`config.mk`:
```
export PLATFORM = sky130hd
export DESIGN_NAME = vc_injection_arbiter_flat
export DESIGN_NICKNAME = d
export VERILOG_FILES = /design/src/rtl/vc_injection_arbiter_if.sv /design/src/rtl/vc_injection_arbiter.sv /design/src/flat_wrapper.sv
export SDC_FILE = /design/constraint.sdc
export NUM_CORES = 1
export LEC_CHECK = 0
export ABC_AREA = 0
export CORE_MARGIN = 10
export CORE_UTILIZATION = 33
export CTS_CLUSTER_DIAMETER = 60
export CTS_CLUSTER_SIZE = 24
export DETAILED_ROUTE_END_ITERATION = 8
export PLACE_DENSITY = 0.74
export SETUP_SLACK_MARGIN = 0.15
export SLEW_MARGIN = 20
export SYNTH_ARGS = -nofsm -noshare
export SYNTH_HDL_FRONTEND = slang
export SYNTH_SLANG_ARGS = --single-unit
export TNS_END_PERCENT = 10
```
`constraint.sdc`:
```
create_clock -name clk -period 3.3 [get_ports clk]
set_clock_uncertainty 0.1 [all_clocks]
set_input_delay 0.66 -clock clk [delete_from_list [all_inputs] [get_ports clk]]
set_output_delay 0.66 -clock clk [all_outputs]
set_load 0.02 [all_outputs]
```
`src/rtl/vc_injection_arbiter_if.sv`:
```
// Injection-link bundle: per-VC flit sources in, one tagged flit stream out.
// master = sources/router side, slave = arbiter side.
interface vc_injection_arbiter_if #(
  parameter int VC         = 4,
  parameter int DATA_WIDTH = 32,
  parameter int CNT_WIDTH  = 16
);
  // Handshake: a flit moves on every cycle where valid and ready are both high.
  // The arbiter never lets valid_out depend on ready_out.
  logic [VC*DATA_WIDTH-1:0] req_data;
  logic [VC-1:0]            req_valid;
  logic [VC-1:0]            req_ready;
  logic [DATA_WIDTH-1:0]    data_out;
  logic                     valid_out;
  logic                     ready_out;
  logic [$clog2(VC)-1:0]    vc_out;
  logic                     busy;
  logic                     err_proto;
  logic [VC*CNT_WIDTH-1:0]  pkt_count;

  modport master (
    output req_data, req_valid, ready_out,
    input  req_ready, data_out, valid_out, vc_out, busy, err_proto, pkt_count
  );

  modport slave (
    input  req_data, req_valid, ready_out,
    output req_ready, data_out, valid_out, vc_out, busy, err_proto, pkt_count
  );
endinterface

```
`src/rtl/vc_injection_arbiter.sv`:
```
// Wormhole injection arbiter: grants whole packets round-robin across VCs.
// Define VC_ARB_PKT_COUNT_EN to build the per-VC completed-packet counters.
module vc_injection_arbiter #(
  parameter int VC              = 4,
  parameter int DATA_WIDTH      = 32,
  parameter int IDENTIFIER_BITS = 2,
  parameter int CNT_WIDTH       = 16
) (
  input logic                   clk,
  input logic                   rst,
  vc_injection_arbiter_if.slave bus
);
  localparam int VC_W = $clog2(VC);
  localparam logic [IDENTIFIER_BITS-1:0] FT_HEAD = IDENTIFIER_BITS'(1);
  localparam logic [IDENTIFIER_BITS-1:0] FT_BODY = IDENTIFIER_BITS'(2);
  localparam logic [IDENTIFIER_BITS-1:0] FT_TAIL = IDENTIFIER_BITS'(3);

  typedef enum logic {S_IDLE, S_LOCKED} state_t;

  state_t                     state;
  logic [VC_W-1:0]            lock_vc;
  logic [VC_W-1:0]            last_vc;
  logic                       err_q;

  logic [DATA_WIDTH-1:0]      flit  [VC];
  logic [IDENTIFIER_BITS-1:0] ftype [VC];
  logic                       grant_any;
  logic [VC_W-1:0]            sel_vc;
  logic [VC_W-1:0]            idx;
  logic                       err_set;
  logic                       xfer;

  always_comb begin
    for (int i = 0; i < VC; i++) begin
      flit[i]  = bus.req_data[i*DATA_WIDTH +: DATA_WIDTH];
      ftype[i] = flit[i][DATA_WIDTH-1 -: IDENTIFIER_BITS];
    end
  end

  // IDLE scans heads starting just after last_vc; the VC_W-bit sum wraps naturally.
  always_comb begin
    grant_any = 1'b0;
    sel_vc    = lock_vc;
    err_set   = 1'b0;
    idx       = '0;
    if (state == S_IDLE) begin
      sel_vc = '0;
      for (int k = 1; k <= VC; k++) begin
        idx = last_vc + VC_W'(k);
        if (!grant_any && bus.req_valid[idx] && ftype[idx] == FT_HEAD) begin
          grant_any = 1'b1;
          sel_vc    = idx;
        end
      end
      for (int i = 0; i < VC; i++) begin
        if (bus.req_valid[i] && ftype[i] != FT_HEAD) err_set = 1'b1;
      end
    end else if (bus.req_valid[lock_vc]) begin
      if (ftype[lock_vc] == FT_BODY || ftype[lock_vc] == FT_TAIL) grant_any = 1'b1;
      else                                                        err_set   = 1'b1;
    end
  end

  // Outputs are forced quiet while rst is high so no flit moves in a reset cycle.
  assign xfer          = grant_any & bus.ready_out & ~rst;
  assign bus.valid_out = grant_any & ~rst;
  assign bus.data_out  = bus.valid_out ? flit[sel_vc] : '0;
  assign bus.vc_out    = bus.valid_out ? sel_vc : '0;
  assign bus.busy      = (state == S_LOCKED);
  assign bus.err_proto = err_q;

  always_comb begin
    bus.req_ready = '0;
    if (xfer) bus.req_ready[sel_vc] = 1'b1;
  end

  always_ff @(posedge clk) begin
    if (rst) begin
      state   <= S_IDLE;
      lock_vc <= '0;
      last_vc <= VC_W'(VC - 1);
      err_q   <= 1'b0;
    end else begin
      if (err_set) err_q <= 1'b1;
      if (xfer) begin
        case (state)
          S_IDLE: begin
            state   <= S_LOCKED;
            lock_vc <= sel_vc;
          end
          S_LOCKED: begin
            if (ftype[lock_vc] == FT_TAIL) begin
              state   <= S_IDLE;
              last_vc <= lock_vc;
            end
          end
          default: state <= S_IDLE;
        endcase
      end
    end
  end

`ifdef VC_ARB_PKT_COUNT_EN
  logic [CNT_WIDTH-1:0] cnt [VC];
  logic                 tail_done;

  assign tail_done = xfer && (state == S_LOCKED) && (ftype[lock_vc] == FT_TAIL);

  // Saturating: a counter parked at all-ones stays there until reset.
  always_ff @(posedge clk) begin
    if (rst) begin
      for (int i = 0; i < VC; i++) cnt[i] <= '0;
    end else if (tail_done && cnt[lock_vc] != '1) begin
      cnt[lock_vc] <= cnt[lock_vc] + CNT_WIDTH'(1);
    end
  end

  always_comb begin
    for (int i = 0; i < VC; i++) bus.pkt_count[i*CNT_WIDTH +: CNT_WIDTH] = cnt[i];
  end
`else
  assign bus.pkt_count = {VC*CNT_WIDTH{1'b0}};
`endif
endmodule

```
`src/flat_wrapper.sv`:
```
// flat-port wrapper written by rule: the top's interface ports become plain ports
module vc_injection_arbiter_flat 
#(
  parameter int VC              = 4,
  parameter int DATA_WIDTH      = 32,
  parameter int IDENTIFIER_BITS = 2,
  parameter int CNT_WIDTH       = 16
)
  (clk, rst, bus_req_data, bus_req_valid, bus_ready_out, bus_req_ready, bus_data_out, bus_valid_out, bus_vc_out, bus_busy, bus_err_proto, bus_pkt_count);
  vc_injection_arbiter_if #(.VC(VC), .DATA_WIDTH(DATA_WIDTH), .CNT_WIDTH(CNT_WIDTH)) bus_i ();
  input logic clk;
  input logic rst;
  input wire logic [$bits(bus_i.req_data)-1:0] bus_req_data;
  input wire logic [$bits(bus_i.req_valid)-1:0] bus_req_valid;
  input wire logic [$bits(bus_i.ready_out)-1:0] bus_ready_out;
  output wire logic [$bits(bus_i.req_ready)-1:0] bus_req_ready;
  output wire logic [$bits(bus_i.data_out)-1:0] bus_data_out;
  output wire logic [$bits(bus_i.valid_out)-1:0] bus_valid_out;
  output wire logic [$bits(bus_i.vc_out)-1:0] bus_vc_out;
  output wire logic [$bits(bus_i.busy)-1:0] bus_busy;
  output wire logic [$bits(bus_i.err_proto)-1:0] bus_err_proto;
  output wire logic [$bits(bus_i.pkt_count)-1:0] bus_pkt_count;
  assign bus_i.req_data = bus_req_data;
  assign bus_i.req_valid = bus_req_valid;
  assign bus_i.ready_out = bus_ready_out;
  assign bus_req_ready = bus_i.req_ready;
  assign bus_data_out = bus_i.data_out;
  assign bus_valid_out = bus_i.valid_out;
  assign bus_vc_out = bus_i.vc_out;
  assign bus_busy = bus_i.busy;
  assign bus_err_proto = bus_i.err_proto;
  assign bus_pkt_count = bus_i.pkt_count;
  vc_injection_arbiter #(.VC(VC), .DATA_WIDTH(DATA_WIDTH), .IDENTIFIER_BITS(IDENTIFIER_BITS), .CNT_WIDTH(CNT_WIDTH)) u_core (.clk(clk), .rst(rst), .bus(bus_i));
endmodule
```
==> results of run 1 <==
==> timing repair <==
item                       4_1_cts  5_1_grt
buffers inserted                 8        1
pin swaps                       28       13
cloned                           1        0
gates resized for setup        272       12
setup endpoints to repair       39       38
==> Yosys cell counts (2+ instances only) <==
| library cell | count |
|---|---|
| buf_4 | 66 |
| mux2i_1 | 66 |
| a221oi_1 | 46 |
| nor2_1 | 41 |
| a21oi_1 | 38 |
| clkbuf_1 | 35 |
| and3_1 | 34 |
| o22ai_1 | 33 |
| a311oi_1 | 32 |
| a221oi_2 | 16 |
| buf_2 | 11 |
| o21ai_0 | 8 |
| nand2_1 | 7 |
| dfxtp_1 | 6 |
| inv_1 | 6 |
| mux2_2 | 4 |
| nand2b_1 | 4 |
| nand3_1 | 4 |
| nand3b_1 | 4 |
| nor3_1 | 4 |
| and3b_1 | 3 |
| buf_1 | 3 |
| buf_6 | 3 |
| o221ai_1 | 3 |
| or3_1 | 3 |
| a222oi_1 | 2 |
| a31oi_1 | 2 |
| and2_1 | 2 |
| mux4_2 | 2 |
==> critical path, delay by kind of cell <==
kind	cells	cell delay [ps]
compound gates	5	830
simple gates	2	670
buf+inv	3	570
==> layout make-up <==
| type | instances | area share, % |
|---|---|---|
| multi-input cells | 440 | 55.9 |
| well taps | 140 | 2.85 |
| inverters | 7 | 0.427 |
| clock buffers | 4 | 1.28 |
| repair buffers | 248 | 37.6 |
| flip-flops and latches | 6 | 2.03 |
==> worst max path at each step <==
stage	depth (start not counted)	slack [ps]	from	end
2_1_floorplan	8	50	bus_req_data[31]	bus_data_out[23]
3_3_place_gp	11	-1060	bus_req_data[127]	bus_req_ready[0]
3_5_place_dp	11	-1130	bus_req_data[127]	bus_req_ready[0]
4_1_cts	11	-170	bus_req_data[31]	bus_data_out[9]
5_1_grt	11	-290	bus_req_data[31]	bus_data_out[5]
6_report	10	-210	bus_req_data[31]	bus_data_out[24]
==> metrics by stage <==
stage	area [um^2]	hold WS [ps]	util [%]	cells
final	6150	377	55.8	845
after floorplan	4030	467	-	571
after global routing	6150	421	55.8	845
after global placement	5830	368	52.9	831
after detailed placement	5830	374	52.9	831
after CTS	6080	382	55.2	844
==> power by group through the flow <==
stage                     combinational, mW  sequential (mW)  clock, mW
after floorplan                       0.627           0.0830          0
after global placement                 1.01           0.0851          0
after detailed placement               1.04           0.0849          0
after CTS                              1.09           0.0839      0.212
after global routing                   1.20           0.0847      0.219
final                                  1.12           0.0837      0.212
==> state kept, by name, indices dropped and copies added (netlist names) <==
signal and count:
u_core.bus.err_proto 1, u_core.bus.busy 1, u_core.lock_vc 2, u_core.last_vc 2
==> cell usage in the layout, fill, tap and decap left out, types with 5 or more instances in the layout <==
cell type        instances
clkdlybuf4s50_1        124
buf_4                   68
mux2i_1                 66
conb_1                  64
nor2_1                  40
a21oi_1                 37
a221oi_1                35
and3_1                  34
o22ai_1                 30
buf_2                   30
a311oi_1                27
a221oi_2                23
buf_6                   10
buf_12                  10
nand2_1                  6
inv_1                    5
o21ai_0                  5
a311oi_2                 5
==> kinds of logic (layout without fill, tap and decap cells) <==
| kind of cell | after synthesis | count (layout) | share of synthesized area [%] |
|---|---|---|---|
| AOI/OAI and AO/OA | 194 | 194 | 41.6 |
| buffers and inverters | 125 | 259 | 20.0 |
| DFF | 6 | 6 | 3.19 |
| muxes | 72 | 72 | 19.9 |
| other | 1 | 64 | 0.0995 |
| and+or+nand+nor | 110 | 110 | 15.2 |
==> metal layers <==
layer  up-vias  routed length (um)  GRT usage [%]
li1       2324                   -              -
met3        38                1420           4.50
met4         0                 495           7.10
met2       283                9390           37.6
met1      2456                7060           23.2
met5         -                   0              0
==> impl_metrics.yaml, run 1 <==
status:
  status: "finished with violations"
  violations: "setup timing"
routing:
  drtIter0Drc: 475
  finalWirelength_um: 18400
  wl_per_cell_um: 21.7
  first_pass_iters: 6
  ant_nets: 0
  via_per_inst: 6.04
  drc: 0
  num_vias: 5101
worst_setup_path:
  r2r_cells: 9
  r2r-end: "u_core.last_vc[1]$_SDFFE_PP1P_"
  cp.required_ps: 2540
  startpoint_type: "input port"
  critical_path_class: "in2out"
  crit_fanout: 16
  rr_startpoint: "u_core.bus.busy$_SDFFE_PP0P_"
  crit_chain: "buf_6 > nand3b_1 > or3_4 > a21oi_4 > buf_4 > a221oi_1 > a21oi_1 > a311oi_2 > o22ai_1 > buf_2"
  crit_path_max_incr_delay_ps: 430
  r2r_slack_ps: 910
  arrival_ps: 2750
  critPathCaptureType: "output port"
  slowest_stage: "or3_4"
synth:
  syn-instance-count: 508
  ys.flop_type: "dfxtp_1"
  synth.cell_area_mm2: 0.00377
  synthArstFlopShare_pct: 0
  synth_cell_type_count: 49
  syn_area_per_cell_um2: 7.42
  seq_area_frac_synth_pct: 3.19
  synthTopCellsByArea: "mux2i_1 (18%), buf_4 (13%), a221oi_1 (11%), a311oi_1 (7.4%), a221oi_2 (6.4%)"
  synth_edf_count: 0
  ys_warn_count: 0
  synth_largest_area_cell: "mux2i_1"
  synth_top_area_share_pct: 17.5
  ys_ff_latch: 6
placed_design:
  port_buffers: 175
  gp_congestion: 0.873
  place_worst_setup_slack_ps: -1130
  dp_hpwl_um: 13600
clock_network:
  clkLatencyLatePin_ps: 230
  clock_sinks: 6
  cts_hold_buf: 0
  clock_path_buffers: 2
  cts-root-buf: "clkbuf_16"
  cts_tree: "built"
  path_clk_slew_ps: 40
  htreeDepth: 1
  cts_buffers: 3
die:
  start_util_pct: 34.2
  placementRows: 38
  io_pins: 240
  die_y_um: 127
  die_area_mm2: 0.0161
  die_w_um: 127
  coreArea_mm2: 0.0110
layout:
  final.fill_count: 1024
  multi_input_area_mm2: 0.00344
  antennaDiodeCount: 0
  register_area_um2: 125
  drive_above_1_share_pct: 28.2
  final_nets: 841
  area_growth_pct: 63.3
timing:
  setup_slack_ps: -207
  slew_headroom_pct: 64.6
  max_freq_mhz: 285
  rsz0062_at_grt: "yes"
  tightest_slew_ps: 531
  fin_crit_sh_pct: 106
  maxSlewViolCount: 0
  final.min_clock_period_ps: 3510
  setup_viol: 37
  fin_setup_tns_ps: -5560
  hold_viol: 0
power:
  clkPwrFrac_pct: 14.9
  sequentialPowerShare_pct: 5.9
  p_leak_nw: 2.37
  internal-power_mw: 0.765
  peakVddDrop_v: 0.000130
  p_comb_share_pct: 79.2
  power-per-cell-area_mw_per_mm2: 231
  p_sw_mw: 0.654
  power_mw: 1.42
  swShare_pct: 46.1
hold_path:
  whs_path_depth: 2
  min-delay-start: "u_core.bus.err_proto$_SDFFE_PP0P_"
  holdPathEnd: "u_core.bus.err_proto$_SDFFE_PP0P_"
  hp-class: "reg2reg"
run:
  cap_violations: 0
global_routing:
  grt.total_usage_pct: 20.7
  grt_pass1_wl_um: 28400
  grt_max_degree: 66
  grt-ovfl-total: 0
  first_global_vias: 5276
  antenna_found_initial: 0
Note: power is estimated with default switching activity, not from simulation.
==> run 2, diff against run 1 <==
--- a/config.mk
+++ b/config.mk
@@ -9,11 +9,11 @@
 export CORE_MARGIN = 10
 export CORE_UTILIZATION = 33
 export CTS_CLUSTER_DIAMETER = 60
-export CTS_CLUSTER_SIZE = 24
+export CTS_CLUSTER_SIZE = 16
 export DETAILED_ROUTE_END_ITERATION = 8
 export PLACE_DENSITY = 0.74
 export SETUP_SLACK_MARGIN = 0.15
-export SLEW_MARGIN = 20
+export SLEW_MARGIN = 25
 export SYNTH_ARGS = -nofsm -noshare
 export SYNTH_HDL_FRONTEND = slang
 export SYNTH_SLANG_ARGS = --single-unit
==> results of run 2 <==
Same layout as run 1: the final DEF is identical, and so are final timing and power.
